<file path="src/rtl/player_motion_pkg.sv">
// ----------------------------------------------------------------------------
// player_motion_pkg
// Shared types and default constants for the player motion controller.
//   lane_state_t : horizontal slide FSM states
//   jump_state_t : vertical jump FSM states
//   lane_x()     : screen x of a lane centre
// ----------------------------------------------------------------------------
package player_motion_pkg;

   typedef enum logic {L_IDLE, L_SLIDE}  lane_state_t;
   typedef enum logic {J_GROUND, J_AIR}  jump_state_t;

   localparam logic [10:0]       LANE_X0_DEF      = 11'd256;
   localparam logic [10:0]       LANE_PITCH_DEF   = 11'd256;
   localparam logic [10:0]       LANE_STEP_PX_DEF = 11'd16;
   localparam logic signed [7:0] JUMP_V0_DEF      = 8'sd24;
   localparam logic signed [7:0] GRAVITY_DEF      = 8'sd1;
   localparam logic [1:0]        MAX_LANE_DEF     = 2'd2;
   localparam logic [1:0]        HOME_LANE        = 2'd1;

   // Centre x of a lane; origin and pitch default to the standard layout.
   function automatic logic [10:0] lane_x(input logic [1:0]  lane,
                                          input logic [10:0] x0    = LANE_X0_DEF,
                                          input logic [10:0] pitch = LANE_PITCH_DEF);
      return x0 + pitch * {9'd0, lane};
   endfunction

endpackage

</file>
<file path="src/rtl/player_motion_controller_jump_arc.sv">
// ----------------------------------------------------------------------------
// player_jump_arc
// Jump edge detection and parabolic arc, advanced once per frame tick.
//   clk_i, rst_ni   : clock, asynchronous active-low reset
//   clear_i         : synchronous clear back to the grounded idle state
//   tick_i          : frame strobe, the arc advances only on it
//   jump_req_i      : debounced jump level; a rising edge arms a jump
//   y_o             : height above ground in px
//   airborne_o      : high while in the arc
//   jump_start_o    : one-cycle pulse on takeoff
//   land_o          : one-cycle pulse on touchdown
// ----------------------------------------------------------------------------
module player_jump_arc
   import player_motion_pkg::*;
#(
   parameter logic signed [7:0] JUMP_V0 = JUMP_V0_DEF,
   parameter logic signed [7:0] GRAVITY = GRAVITY_DEF
)(
   input  logic       clk_i,
   input  logic       rst_ni,
   input  logic       clear_i,
   input  logic       tick_i,
   input  logic       jump_req_i,
   output logic [9:0] y_o,
   output logic       airborne_o,
   output logic       jump_start_o,
   output logic       land_o
);

   jump_state_t       state_q, state_d;
   logic signed [7:0] vel_q, vel_d;
   logic [9:0]        y_q, y_d;
   logic              req_q;
   logic              pending_q, pending_d;
   logic              jump_start_q, jump_start_d;
   logic              land_q, land_d;
   logic              rise;
   logic signed [11:0] next_y;

   assign rise   = jump_req_i & ~req_q;
   // Height plus signed velocity at 12 bits so a descent below ground goes negative.
   assign next_y = $signed({2'b00, y_q}) + $signed({{4{vel_q[7]}}, vel_q});

   always_comb begin
      state_d      = state_q;
      vel_d        = vel_q;
      y_d          = y_q;
      pending_d    = pending_q;
      jump_start_d = 1'b0;
      land_d       = 1'b0;

      // Edges seen mid-air are dropped rather than queued for after landing.
      if (rise && state_q != J_AIR) begin
         pending_d = 1'b1;
      end

      if (tick_i) begin
         case (state_q)
            J_GROUND: begin
               if (pending_q) begin
                  state_d      = J_AIR;
                  vel_d        = JUMP_V0;
                  y_d          = 10'd0;
                  pending_d    = 1'b0;
                  jump_start_d = 1'b1;
               end
            end
            J_AIR: begin
               if (next_y <= 12'sd0) begin
                  state_d = J_GROUND;
                  y_d     = 10'd0;
                  land_d  = 1'b1;
               end else begin
                  y_d   = next_y[9:0];
                  vel_d = vel_q - GRAVITY;
               end
            end
            default: state_d = J_GROUND;
         endcase
      end
   end

   always_ff @(posedge clk_i or negedge rst_ni) begin
      if (!rst_ni) begin
         state_q      <= J_GROUND;
         vel_q        <= '0;
         y_q          <= '0;
         req_q        <= 1'b0;
         pending_q    <= 1'b0;
         jump_start_q <= 1'b0;
         land_q       <= 1'b0;
      end else if (clear_i) begin
         state_q      <= J_GROUND;
         vel_q        <= '0;
         y_q          <= '0;
         req_q        <= 1'b0;
         pending_q    <= 1'b0;
         jump_start_q <= 1'b0;
         land_q       <= 1'b0;
      end else begin
         state_q      <= state_d;
         vel_q        <= vel_d;
         y_q          <= y_d;
         req_q        <= jump_req_i;
         pending_q    <= pending_d;
         jump_start_q <= jump_start_d;
         land_q       <= land_d;
      end
   end

   assign y_o          = y_q;
   assign airborne_o   = (state_q == J_AIR);
   assign jump_start_o = jump_start_q;
   assign land_o       = land_q;

endmodule

</file>
<file path="src/rtl/player_motion_controller.sv">
// ----------------------------------------------------------------------------
// player_motion_controller
// Sequences the player sprite's lane slides and jumps once per video frame.
//   system_clock_in : system clock
//   system_reset_n  : asynchronous active-low reset
//   frame_tick      : one-cycle frame strobe; all motion advances on it
//   game_active     : low holds everything in the reset state
//   lane_target     : requested lane (values above MAX_LANE ignored)
//   jump_req        : jump level; rising edge requests a jump
//   player_x/_y     : sprite centre x, height above ground
//   current_lane    : last lane fully reached
//   airborne/sliding: motion status
//   jump_start/land : one-cycle event pulses
// ----------------------------------------------------------------------------
module player_motion_controller
   import player_motion_pkg::*;
#(
   parameter logic [10:0]       LANE_X0      = LANE_X0_DEF,
   parameter logic [10:0]       LANE_PITCH   = LANE_PITCH_DEF,
   parameter logic [10:0]       LANE_STEP_PX = LANE_STEP_PX_DEF,
   parameter logic signed [7:0] JUMP_V0      = JUMP_V0_DEF,
   parameter logic signed [7:0] GRAVITY      = GRAVITY_DEF,
   parameter logic [1:0]        MAX_LANE     = MAX_LANE_DEF
)(
   input  logic        system_clock_in,
   input  logic        system_reset_n,
   input  logic        frame_tick,
   input  logic        game_active,
   input  logic [1:0]  lane_target,
   input  logic        jump_req,
   output logic [10:0] player_x,
   output logic [9:0]  player_y,
   output logic [1:0]  current_lane,
   output logic        airborne,
   output logic        sliding,
   output logic        jump_start,
   output logic        land
);

   lane_state_t lane_state_q, lane_state_d;
   logic [1:0]  lane_q, lane_d;
   logic [1:0]  dest_q, dest_d;
   logic [10:0] x_q, x_d;
   logic [10:0] dest_x;
   logic [10:0] stepped_x;

   assign dest_x    = lane_x(dest_q, LANE_X0, LANE_PITCH);
   assign stepped_x = (dest_q > lane_q) ? x_q + LANE_STEP_PX : x_q - LANE_STEP_PX;

   always_comb begin
      lane_state_d = lane_state_q;
      lane_d       = lane_q;
      dest_d       = dest_q;
      x_d          = x_q;
      if (frame_tick) begin
         case (lane_state_q)
            L_IDLE: begin
               // Only one adjacent lane per slide; farther targets are
               // picked up again once this slide completes.
               if (lane_target <= MAX_LANE && lane_target != lane_q) begin
                  dest_d       = (lane_target > lane_q) ? lane_q + 2'd1 : lane_q - 2'd1;
                  lane_state_d = L_SLIDE;
               end
            end
            L_SLIDE: begin
               x_d = stepped_x;
               if (stepped_x == dest_x) begin
                  lane_d       = dest_q;
                  lane_state_d = L_IDLE;
               end
            end
            default: lane_state_d = L_IDLE;
         endcase
      end
   end

   always_ff @(posedge system_clock_in or negedge system_reset_n) begin
      if (!system_reset_n) begin
         lane_state_q <= L_IDLE;
         lane_q       <= HOME_LANE;
         dest_q       <= HOME_LANE;
         x_q          <= lane_x(HOME_LANE, LANE_X0, LANE_PITCH);
      end else if (!game_active) begin
         lane_state_q <= L_IDLE;
         lane_q       <= HOME_LANE;
         dest_q       <= HOME_LANE;
         x_q          <= lane_x(HOME_LANE, LANE_X0, LANE_PITCH);
      end else begin
         lane_state_q <= lane_state_d;
         lane_q       <= lane_d;
         dest_q       <= dest_d;
         x_q          <= x_d;
      end
   end

   player_jump_arc #(
      .JUMP_V0 (JUMP_V0),
      .GRAVITY (GRAVITY)
   ) u_jump_arc (
      .clk_i        (system_clock_in),
      .rst_ni       (system_reset_n),
      .clear_i      (~game_active),
      .tick_i       (frame_tick),
      .jump_req_i   (jump_req),
      .y_o          (player_y),
      .airborne_o   (airborne),
      .jump_start_o (jump_start),
      .land_o       (land)
   );

   assign player_x     = x_q;
   assign current_lane = lane_q;
   assign sliding      = (lane_state_q == L_SLIDE);

endmodule

</file>
<file path="config.mk">
export PLATFORM = sky130hd
export DESIGN_NAME = player_motion_controller
export DESIGN_NICKNAME = d
export VERILOG_FILES = /design/src/rtl/player_motion_pkg.sv /design/src/rtl/player_motion_controller_jump_arc.sv /design/src/rtl/player_motion_controller.sv
export SDC_FILE = /design/constraint.sdc
export NUM_CORES = 1
export LEC_CHECK = 0
export CAP_MARGIN = 30
export CORE_MARGIN = 1
export CORE_UTILIZATION = 56
export CTS_CLUSTER_DIAMETER = 200
export DETAILED_ROUTE_END_ITERATION = 10
export PLACE_DENSITY = 0.8
export SLEW_MARGIN = 10
export SYNTH_ARGS = -nofsm -noshare
export SYNTH_HDL_FRONTEND = slang
export SYNTH_SLANG_ARGS = --single-unit
</file>
<file path="constraint.sdc">
create_clock -name system_clock_in -period 3.88 [get_ports system_clock_in]
set_input_delay 0.776 -clock system_clock_in [delete_from_list [all_inputs] [get_ports system_clock_in]]
set_output_delay 0.776 -clock system_clock_in [all_outputs]
set_load 0.01 [all_outputs]
</file>
Yosys cells after proc, flatten, opt, wreduce, memory -nomap -nowiden. Index checks and enable logic that the tools add are counted.

Multiplexer cells: 46. Eq/ne operators: 9. Add/sub/neg operators: 7. Magnitude comparators: 4. Reductions and logical operators: 7. Bitwise gates (word level): 4.

Operator list (count): $mux 11 (4); $mux 10 (4); $mux 8 (4); $mux 1 (21); $pmux 10 s2 (1); $mux 2 (9); $pmux 8 s2 (1); $add 11x8->12 (1); $le 12x1->1 const B (1); $add 11x5->11 const B (1); $add 9x10->11 const A (1); $eq 11x11->1 (1); $sub 11x5->11 const B (1); $reduce_and 3->1 (3); $sub 8x2->8 const B (1); $ne 2x1->1 const B (3); $gt 2x2->1 (2); $ne 2x2->1 const B (2); $pmux 1 s2 (2); $reduce_and 2->1 (2); $ne 3x2->1 const B (1); $ne 3x3->1 const B (1); $not 1->1 (3); $add 2x1->2 const B (1); 5 further kinds (6).

Input port bits: 7. Output and inout bits: 27. Bits in registers: 39. Word-level logic and storage cells: 88.

Logic depth before layout (Yosys ltp). Gate-level depths: netlist of the first run.

Depth in word-level cells: 8. Mapped depth: 14. Depth with buffers taken out: 14.

Hierarchy. From an unflattened synthesis of the first run, not the netlist that was laid out.

Cell total of the unflattened synthesis: 278. Area, all modules: 2571.2 um^2.

By module, submodules not included: player_jump_arc (instances 1, sequential area each 575.6 um^2, area an instance 1531.5 um^2, cells each 164); player_motion_controller (instances 1, sequential area each 304.0 um^2, area an instance 1039.7 um^2, cells each 114).

Least setup slack after synthesis of the first run. OpenSTA, ideal clock, no wires.

Kind: register to register. Start point: register lane_q[1] (netlist: current_lane[1]). End point: register lane_q[1] (netlist: current_lane[1]). Cell stages (with the launch flop): 14. Clock period less this slack: 3.537 ns. Setup time: 0.120 ns. Data required time: 3.760 ns. Arrival time: 3.417 ns. Buffers on the path: 0. Setup slack: 0.343 ns. Path through: dfrtp_1 -> inv_1 -> ha_1 -> nor2b_1 -> o21ai_0 -> ha_1 -> nor2b_1 -> a221oi_1 -> o21bai_1 -> a21oi_1 -> xor3_1 -> nand4_1 -> mux2i_1 -> nor2b_1.

Cells in the longest elaborated chain, start to end: 5.

Ends and longest elaborated chain: start: declaration (line player_motion_controller.sv:41) `logic [1:0] lane_q, lane_d;`; start signal: assignment (line player_motion_controller.sv:90) `lane_q <= lane_d;`; $gt 2x2->1 (line player_motion_controller.sv:48) `assign stepped_x = (dest_q > lane_q) ? x_q + LANE_STEP_PX : x_q - LANE_STEP_PX;`; $mux 11 (line player_motion_controller.sv:48); $eq 11x11->1 (line player_motion_controller.sv:67) `if (stepped_x == dest_x) begin`; $ne 2x1->1 (no source line); $reduce_and 3->1 (no source line).

Every way passes these cells. A chain may end at the register's enable or synchronous reset.

Worst setup path in the final report of the first run.
Start point: register u_jump_arc.vel_q[0]. End point: register u_jump_arc.y_q[4] (netlist: u_jump_arc.y_o[4]).

Cells in the longest elaborated chain, start to end: 6.

Ends and longest elaborated chain: start: declaration (line player_motion_controller_jump_arc.sv:31) `logic signed [7:0] vel_q, vel_d;`; start signal: assignment (line player_motion_controller_jump_arc.sv:102) `vel_q <= vel_d;`; $add 11x8->12 * (line player_motion_controller_jump_arc.sv:42) `assign next_y = $signed({2'b00, y_q}) + $signed({{4{vel_q[7]}}, vel_q});`; $le 12x1->1 (line player_motion_controller_jump_arc.sv:69) `if (next_y <= 12'sd0) begin`; $mux 10 * (line player_motion_controller_jump_arc.sv:69); $pmux 10 s2 * (line player_motion_controller_jump_arc.sv:58) `case (state_q)`; $mux 10 * (line player_motion_controller_jump_arc.sv:57) `if (tick_i) begin`; $mux 10 * (line player_motion_controller_jump_arc.sv:92) `end else if (clear_i) begin`; end signal: assignment (line player_motion_controller_jump_arc.sv:103) `y_q <= y_d;`; end: declaration (line player_motion_controller_jump_arc.sv:32) `logic [9:0] y_q, y_d;`.

Every way passes the cells marked *; elsewhere a longest branch is shown, timed or not. The select of a mux whose other input is x is not followed.

==> impl_metrics.py, run 1 <==
metrics = {
    "placement": {
        "place_hpwl_mm": 4.344,
        "dp_slack_ns": 0.1836,
        "io_buffers": 29,
        "gp_congestion": 0.8680,
    },
    "detailed_routing": {
        "vias": 2324,
        "drc": 0,
        "viasPerCell": 6.214,
        "drtIter0Drc": 185,
        "wl_mm": 5.965,
        "first_pass_iters": 5,
        "ant_nets": 0,
        "detail_route.wl_per_cell_um": 15.95,
    },
    "sta": {
        "drv_slew": 0,
        "grt_setup_unrepaired": "false",
        "post-route-period-util_pct": 95.25,
        "setup_viol_count_final": 0,
        "hold_viol": 0,
        "clock-skew-final_ns": 0.006393,
        "setup_tns_ns": 0,
        "worst_slew_pin_slew_ns": 0.6209,
        "fmax_mhz": 270.6,
        "setup_ws_ns": 0.1842,
        "period_minus_slack_ns": 3.696,
        "slew_headroom_pct": 58.23,
    },
    "run": {
        "drv_cap": 0,
    },
    "die": {
        "die_area_um2": 5127,
        "start_util_pct": 60.22,
        "rows": 24,
        "dieHeight_um": 71.60,
        "die_x_um": 71.60,
        "core_um2": 4504,
        "pin_count": 34,
    },
    "critical_path": {
        "max_stage_delay_ns": 0.60,
        "path_class": "reg2reg",
        "r2r_cells": 10,
        "cp_cell_sequence": "ha_1 > fa_1 > and3_1 > or3_4 > a221oi_1 > nand4_1 > or4_4 > a211oi_4 > a21oi_4 > a32o_2",
        "end_kind": "register",
        "cp.arrival_ns": 3.88,
        "slowest_stage": "or4_4",
        "start_kind": "register",
        "crit_required_ns": 4.06,
        "crit_path_max_fanout": 9,
    },
    "hold_path": {
        "whs_path_depth": 2,
        "hp-class": "reg2reg",
    },
    "cts": {
        "cts_tree": "done",
        "clk_pin_slew_ns": 0.07,
        "postCtsHoldBufs": 0,
        "cts_buffer_depth": 2,
        "cts_max_level": 2,
        "clk_latency_ns": 0.29,
        "root_buffer": "clkbuf_8",
        "cts_sinks": 35,
        "cts_buffers": 5,
    },
    "synth": {
        "yosys-top-cells-count": "32 x dfrtp_1, 27 x nand2_1, 24 x ha_1",
        "syn_avg_cell_area_um2": 9.258,
        "synth_ff_type": "dfrtp_1",
        "synthArstFlopShare_pct": 100.0,
        "synth_top_area_share_pct": 29.52,
        "synth.distinct_cells": 61,
        "synthMostInstantiatedCell": "dfrtp_1",
        "ys_ff_latch": 35,
        "synth_area_um2": 2713,
        "synth_enable_flop_cells": 0,
        "ys_warn_count": 0,
        "yosys.area.top_type": "dfrtp_1",
        "yosysSeqAreaShare_pct": 32.43,
        "yosys-top-cells-area": "dfrtp_1 30%, ha_1 11%, nand2_1 3.7%",
        "syn_inst": 293,
    },
    "layout": {
        "layout-drive-gt1-share_pct": 9.938,
        "nets": 354,
        "area_growth_pct": 15.18,
        "antenna_cells": 0,
    },
    "global_route": {
        "overflow": 0,
        "grt_pass1_vias": 2142,
        "grt_pass1_wl_mm": 10.23,
        "grt_max_degree": 36,
        "grtUsageTotal_pct": 25.68,
        "antenna_found_initial": 0,
    },
    "power_and_ir_drop": {
        "power_leakage_nw": 1.523,
        "ir_drop_mv": 0.2039,
        "power_density_nw_per_um2": 316.5,
    },
    "status": {
        "outcome": "completed",
    },
}
## logic make-up after synthesis
kind of cell | count (synthesis) | share of synthesized area, %
AND/OR/NAND/NOR | 95 | 18.87
multiplexers | 3 | 1.107
other | 1 | 0.1382
AO/OA/AOI/OAI | 88 | 24.17
flip-flops | 35 | 32.43
XOR/XNOR | 15 | 5.950
adder cells (fa/ha/maj) | 26 | 12.55
buffers and inverters | 30 | 4.797
## registers in the layout, indices dropped and copies added, names as in the netlist
register	cells
u_jump_arc.y_o	10
u_jump_arc.vel_q	8
player_x	7
current_lane	2
dest_q	2
sliding	1
u_jump_arc.airborne_o	1
u_jump_arc.jump_start_o	1
u_jump_arc.land_o	1
u_jump_arc.pending_q	1
u_jump_arc.req_q	1
## placed cells by master, fill, tap and decap left out, drive strengths merged, types with 2 or more instances in the layout
cell type	count
clkdlybuf4s50	29
a21oi	16
o22ai	2
dfrtp	32
xor2	7
a21o	12
a211oi	4
inv	14
nand3	4
xnor2	6
and3	6
o221ai	3
or3	3
ha	24
o21a	3
fa	2
a32o	2
mux2i	3
o211ai	4
a211o	3
conb	4
a221oi	3
clkbuf	7
nor3	8
and2	9
xor3	2
dfstp	3
nand2b	4
a31oi	2
nor3b	3
or4	2
nand4	6
nor2	11
nand2	27
nor2b	6
buf	5
nor4b	2
a22o	7
o21ai	18
## final timing paths
kind / startpoint / endpoint / slack, ns
max reg2reg: u_jump_arc.vel_q[0] / u_jump_arc.y_o[4] / 0.18
min: player_x[9] / player_x[9] / 0.51
min reg2reg: player_x[9] / player_x[9] / 0.51
min in group asynchronous: system_reset_n / u_jump_arc.y_o[2] / 0.90
max: u_jump_arc.vel_q[0] / u_jump_arc.y_o[4] / 0.18
max in group asynchronous: system_reset_n / dest_q[0] / 2.63
## metal layers
| metal | share of wire, % | wire length (um) | global-route usage, % |
|---|---|---|---|
| met2 | 45 | 2677 | 38.78 |
| met3 | 5.8 | 348 | 5.204 |
| met1 | 48 | 2870 | 37.63 |
| met4 | 1.2 | 70 | 7.190 |
| met5 | 0 | 0 | 0 |
## layout make-up
cell class | instances | area (um2)
inverters | 14 | 52.55
repair buffers | 34 | 327.8
multi-input cells | 231 | 1718
fillers | 387 | 1380
clock inverters | 1 | 5.005
clock buffers | 7 | 76.32
flip-flops and latches | 35 | 879.6
well taps | 52 | 65.06
## critical path, delay by kind of cell (launching register included)
| kind | cells | cell delay [ns] |
|---|---|---|
| AOI/OAI and AO/OA | 4 | 1.24 |
| adders and majority gates | 2 | 0.68 |
| DFF | 1 | 0.43 |
| and+or+nand+nor | 4 | 1.26 |
## report_power, final
part / switching, mW / internal [mW] / total, mW
Combinational: 0.168 / 0.151 / 0.319
Sequential: 0.0261 / 0.386 / 0.413
Clock: 0.131 / 0.126 / 0.257
## through the flow
step	util [%]	power, mW	instances	area (um2)	hold WS [ns]
3_5_place_dp	67.31	0.7242	365	3032	0.5042
2_1_floorplan	-	0.6440	296	2724	0.4804
5_1_grt	69.36	1.050	374	3124	0.5388
4_1_cts	69.11	0.9850	373	3113	0.5141
3_3_place_gp	67.31	0.7165	365	3032	0.4987
6_report	69.36	0.9887	374	3124	0.5122
## repair_timing
| action | CTS | global route |
|---|---|---|
| endpoints found under the setup margin | 0 | 1 |
| buffers inserted | 0 | 1 |
| resized for setup | 0 | 1 |
Power figures use the tool's default switching activity.
==> run 2, diff against run 1 <==
--- a/config.mk
+++ b/config.mk
@@ -9,6 +9,7 @@
 export CORE_MARGIN = 1
 export CORE_UTILIZATION = 56
 export CTS_CLUSTER_DIAMETER = 200
+export CTS_CLUSTER_SIZE = 20
 export DETAILED_ROUTE_END_ITERATION = 10
 export PLACE_DENSITY = 0.8
 export SLEW_MARGIN = 10
==> results of run 2 <==
The final DEF is identical to that of run 1; final timing and power are the same.
==> run 3, diff against run 2 <==
--- a/config.mk
+++ b/config.mk
@@ -5,6 +5,7 @@
 export SDC_FILE = /design/constraint.sdc
 export NUM_CORES = 1
 export LEC_CHECK = 0
+export ABC_CLOCK_PERIOD_IN_PS = 3880
 export CAP_MARGIN = 30
 export CORE_MARGIN = 1
 export CORE_UTILIZATION = 56
==> results of run 3 <==
The final DEF is identical to that of run 1; final timing and power are the same.
